`config.mk`:
```
export PLATFORM = sky130hd
export DESIGN_NAME = int_ctrl
export DESIGN_NICKNAME = d
export VERILOG_FILES = /design/src/rtl/int_ctrl.sv
export SDC_FILE = /design/constraint.sdc
export NUM_CORES = 1
export LEC_CHECK = 0
export ABC_CLOCK_PERIOD_IN_PS = 2700
export CORE_UTILIZATION = 35
export DETAILED_ROUTE_END_ITERATION = 7
export PLACE_DENSITY = 0.86
export SLEW_MARGIN = 20
export SYNTH_ARGS = -nofsm -noshare
export SYNTH_HDL_FRONTEND = slang
export SYNTH_SLANG_ARGS = --single-unit
```
`constraint.sdc`:
```
create_clock -name clk -period 2.7 [get_ports clk]
set_input_delay 0.405 -clock clk [delete_from_list [all_inputs] [get_ports clk]]
set_output_delay 0.405 -clock clk [all_outputs]
set_load 0.01 [all_outputs]
```
`src/rtl/int_ctrl.sv`:
```
// Programmable interrupt controller: per-source edge/level latching, mask, fixed
// priority (lowest index wins), one request in service until software writes EOI.
module int_ctrl #(
    parameter int NSRC = 6
) (
    input  logic            clk,
    input  logic            reset,
    input  logic [31:2]     Addr,
    input  logic            WE,
    input  logic [31:0]     Din,
    output logic [31:0]     Dout,
    input  logic [NSRC-1:0] irq_in,
    input  logic            int_ack,
    output logic [NSRC-1:0] HWInt
);

    typedef enum logic {
        IDLE,
        SERVICE
    } state_t;

    state_t          state;
    logic [NSRC-1:0] pend;
    logic [NSRC-1:0] mask;
    logic [NSRC-1:0] mode;
    logic [NSRC-1:0] irq_prev;
    logic [2:0]      id;

    logic [NSRC-1:0] active;
    logic [NSRC-1:0] top_onehot;
    logic [NSRC-1:0] rise;
    logic [NSRC-1:0] w1c;
    logic [NSRC-1:0] ack_clr;
    logic [NSRC-1:0] pend_next;
    logic [2:0]      top_idx;
    logic            found;
    logic            take;
    logic            eoi;
    logic            unused_bits;

    assign unused_bits = ^{Addr[31:4], Din[31:NSRC]};

    always_comb begin
        active  = pend & mask;
        found   = 1'b0;
        top_idx = '0;
        for (int unsigned i = 0; i < NSRC; i++) begin
            if (active[i] && !found) begin
                found   = 1'b1;
                top_idx = 3'(i);
            end
        end
        top_onehot = found ? ({{(NSRC-1){1'b0}}, 1'b1} << top_idx) : '0;
    end

    assign take = (state == IDLE) && int_ack && found;
    assign eoi  = (state == SERVICE) && WE && (Addr[3:2] == 2'd3);

    // Edge bits: a new rising edge beats any clear in the same cycle.
    // Level bits simply track the registered input.
    always_comb begin
        rise      = irq_in & ~irq_prev;
        w1c       = (WE && (Addr[3:2] == 2'd0)) ? Din[NSRC-1:0] : '0;
        ack_clr   = take ? top_onehot : '0;
        pend_next = (mode & (rise | (pend & ~(w1c | ack_clr)))) | (~mode & irq_in);
    end

    always_comb begin
        HWInt = (state == IDLE) ? top_onehot : '0;
    end

    always_comb begin
        Dout = '0;
        case (Addr[3:2])
            2'd0: Dout = {{(32-NSRC){1'b0}}, pend};
            2'd1: Dout = {{(32-NSRC){1'b0}}, mask};
            2'd2: Dout = {{(32-NSRC){1'b0}}, mode};
            2'd3: Dout = {(state == SERVICE), 28'b0, id};
            default: Dout = '0;
        endcase
    end

    always_ff @(posedge clk) begin
        if (reset) begin
            state    <= IDLE;
            pend     <= '0;
            mask     <= '0;
            mode     <= '0;
            irq_prev <= '0;
            id       <= '0;
        end else begin
            irq_prev <= irq_in;
            pend     <= pend_next;
            if (WE && (Addr[3:2] == 2'd1)) mask <= Din[NSRC-1:0];
            if (WE && (Addr[3:2] == 2'd2)) mode <= Din[NSRC-1:0];
            case (state)
                IDLE: begin
                    if (take) begin
                        id    <= top_idx;
                        state <= SERVICE;
                    end
                end
                SERVICE: begin
                    if (eoi) state <= IDLE;
                end
                default: state <= IDLE;
            endcase
        end
    end

endmodule

```
==> reports/qor.csv <==
metric,value,unit
most frequent CP cell,clkdlybuf4s50_1,
Pint,0.623,mW
f_max,397,MHz
WL per Instance,13.3,um
hold buffers post-CTS,0,
drt total wl,3520,um
initial DRC count,120,
final worst-path cycle share,93.3,%
sequential area share after synthesis,36.1,%
Synth Area in Adders,0,%
Via Count,1367,
CP max stage delay,0.56,ns
"top cells by area, synth","dfxtp_1 36%, buf_4 12%, nand2_1 7.5%",
largest family of logic cells by synthesized area,simple AND/OR/NAND/NOR gates,
area of the multi-input gates,850,um^2
Max clock buf depth,2,
Total Die Area,4710,um^2
antenna cell count,0,
CP max-delay cell,mux4_1,
Comb pwr share,15.8,%
power density over the cells,449,nW/um^2
port bufs,30,
Die X,68.6,um
Final Max Tran Viols,0,
drc violations,0,
setup bufs post-CTS,0,
Mean Syn Cell Area,8.49,um^2
final instance area,1880,um^2
final hold violations,0,
CP required,2.30,ns
Leak,0.749,nW
xor/xnor share of the synthesized area,0,%
post_cts resized,0,
FP Rows,23,
Pre-antenna DRT Iters,4,
global-route wire length before repair,5660,um
Core ar.,4140,um^2
synthesized instance count,183,
Area after DPL,1820,um^2
HPWL after DPL,2580,um
clk sinks,28,
DRT antenna net count,0,
clk root buf,clkbuf_8,
Yosys reg bits,28,
VDD IR max,0.200,mV
"Top FF cell, synth",dfxtp_1,
CP Capture Type,primary output,
clock latency on the worst-skew pair,0.28,ns
min Tclk post-route,2.52,ns
sw power,0.219,mW
Initial Util,37.5,%
CTS H-tree lvls,1,
GPL Wtd Cong,0.858,
initial antenna violation count,0,
Relative slew margins,64.5,%
top-area cell type share of the netlist area,36.1,%
Hold Path Class,flip-flop to flip-flop,
Fin Setup TNS,0,ns
sequential standard cell area,561,um^2
all-layer global routing usage,16.5,%
multiplexer share of the synthesized area,10.4,%
Num CTS Buffers,3,
Die Ht,68.6,um
clock share of power,31.2,%
drt via density,5.18,
synthesized area,1550,um^2
asr flop ratio synth,0,%
Critical Path AT,2.11,ns
Synth area leader,dfxtp_1,
I/O pin count,110,
critical path cell sequence,clkdlybuf4s50_1 > buf_4 > mux4_1 > clkdlybuf4s50_1,
kind of critical path,primary input to primary output,
share of layout cells above drive strength 1,7.94,%
CP Max Fanout,11,
clock skew,0.00296,ns
fill count,404,
Synth cell types,37,
switching fraction of total power,26.0,%
Worst-Margin Slew,0.530,ns
GR Overflow Total,0,
synth-to-layout area growth,20.8,%
maxcap violations,0,
Post-Synth Simple-Gate Area,22.4,%
Synth warnings,0,
"Reg clk slew, reported paths",0.09,ns
startpoint types,primary input,
Seq pwr share,53.0,%
Synth Area in Compound Gates,15.9,%
largest net degree at the start of global routing,16,
status,finished clean,
CTS tree,built,
RSZ-0062 raised after global routing,no,
Design Power,0.842,mW
Setup-failing EPs final,0,
Final nets,287,
Post-synth EDFFs,0,
vias in the first global route,1192,
worst paths after layout:
check,slack (ns),cells after the start,start,endpoint
setup reg to reg,1.25,4,pend[0],pend[5]
hold / removal,0.48,3,irq_prev[2],pend[2]
hold reg to reg,0.48,3,irq_prev[2],pend[2]
setup / recovery,0.18,4,Addr[2],Dout[0]
layout make-up:
type	count	share of cell area (%)
inverters	1	0.200
well taps	50	3.33
clock buffers	4	2.93
repair buffers	36	18.4
flip-flops and latches	28	29.9
multi-input cells	145	45.3
worst max-delay path: cells and delay by family:
family / cells / cell delay (ns)
mux: 1 / 0.56
buf+inv: 3 / 1.15
flip-flops by register name, indices dropped and copies added, names as in the netlist:
signal / cells
mask: 6
irq_prev: 6
mode: 6
state: 1
pend: 6
id: 3
cells in the final DEF (no fill, tap or decap):
cell,instances
nand3b_1,1
o21ai_1,2
a21boi_0,1
clkbuf_8,4
a31oi_1,1
nand4_1,2
o21ai_0,6
a21oi_1,10
a2111o_1,1
a2bb2oi_1,1
conb_1,25
mux2i_1,9
buf_4,6
inv_1,1
mux4_2,2
a211oi_1,4
a41o_1,1
a22o_2,1
a22oi_1,1
nor3b_2,1
nand3_1,11
a32o_1,1
nor2_1,11
and3_1,1
o211ai_1,1
nor2b_1,8
clkdlybuf4s50_1,30
mux4_1,1
nand2b_2,1
nand2_1,31
nor3_1,5
o31ai_4,1
a22o_1,3
nor4_2,1
dfxtp_1,28
per-layer routing:
metal / track usage [%] / routed length, um
met4: 6.77 / 40
met3: 3.13 / 401
met2: 24.4 / 1620
met1: 23.2 / 1460
met5: 0 / 0
power by group through the flow:
stage	logic (mW)	registers, mW	clock network [mW]
after CTS	0.132	0.446	0.267
after detailed placement	0.132	0.456	0
after global placement	0.130	0.455	0
after global routing	0.147	0.450	0.288
after floorplan	0.104	0.450	0
final	0.133	0.446	0.263
synth_stat cells (3+ instances only):
| master | instances |
|---|---|
| nand2_1 | 31 |
| mux2i_1 | 9 |
| a22o_1 | 3 |
| o21ai_0 | 6 |
| buf_4 | 25 |
| nand3_1 | 11 |
| nor2_1 | 11 |
| nor2b_1 | 8 |
| nor3_1 | 5 |
| a21oi_1 | 10 |
| dfxtp_1 | 28 |
| buf_2 | 4 |
| a211oi_1 | 4 |
kinds of logic (layout without fill, tap and decap cells):
logic type             count (synthesis)  count (layout)
AOI/OAI and AO/OA                     35              35
other                                  1              25
DFF                                   28              28
muxes                                 12              12
and+or+nand+nor                       73              73
buffers and inverters                 34              41
stage by stage:
stage          cells  hold WS, ns  worst slack [ns]  utilization [%]
6_report         264        0.485             0.182             45.3
5_1_grt          264        0.511            0.0719             45.3
2_1_floorplan    207        0.436              1.05                -
3_3_place_gp     260        0.459             0.174             44.0
3_5_place_dp     260        0.463             0.177             44.0
4_1_cts          264        0.490             0.175             45.3
Power figures use the tool's default switching activity.
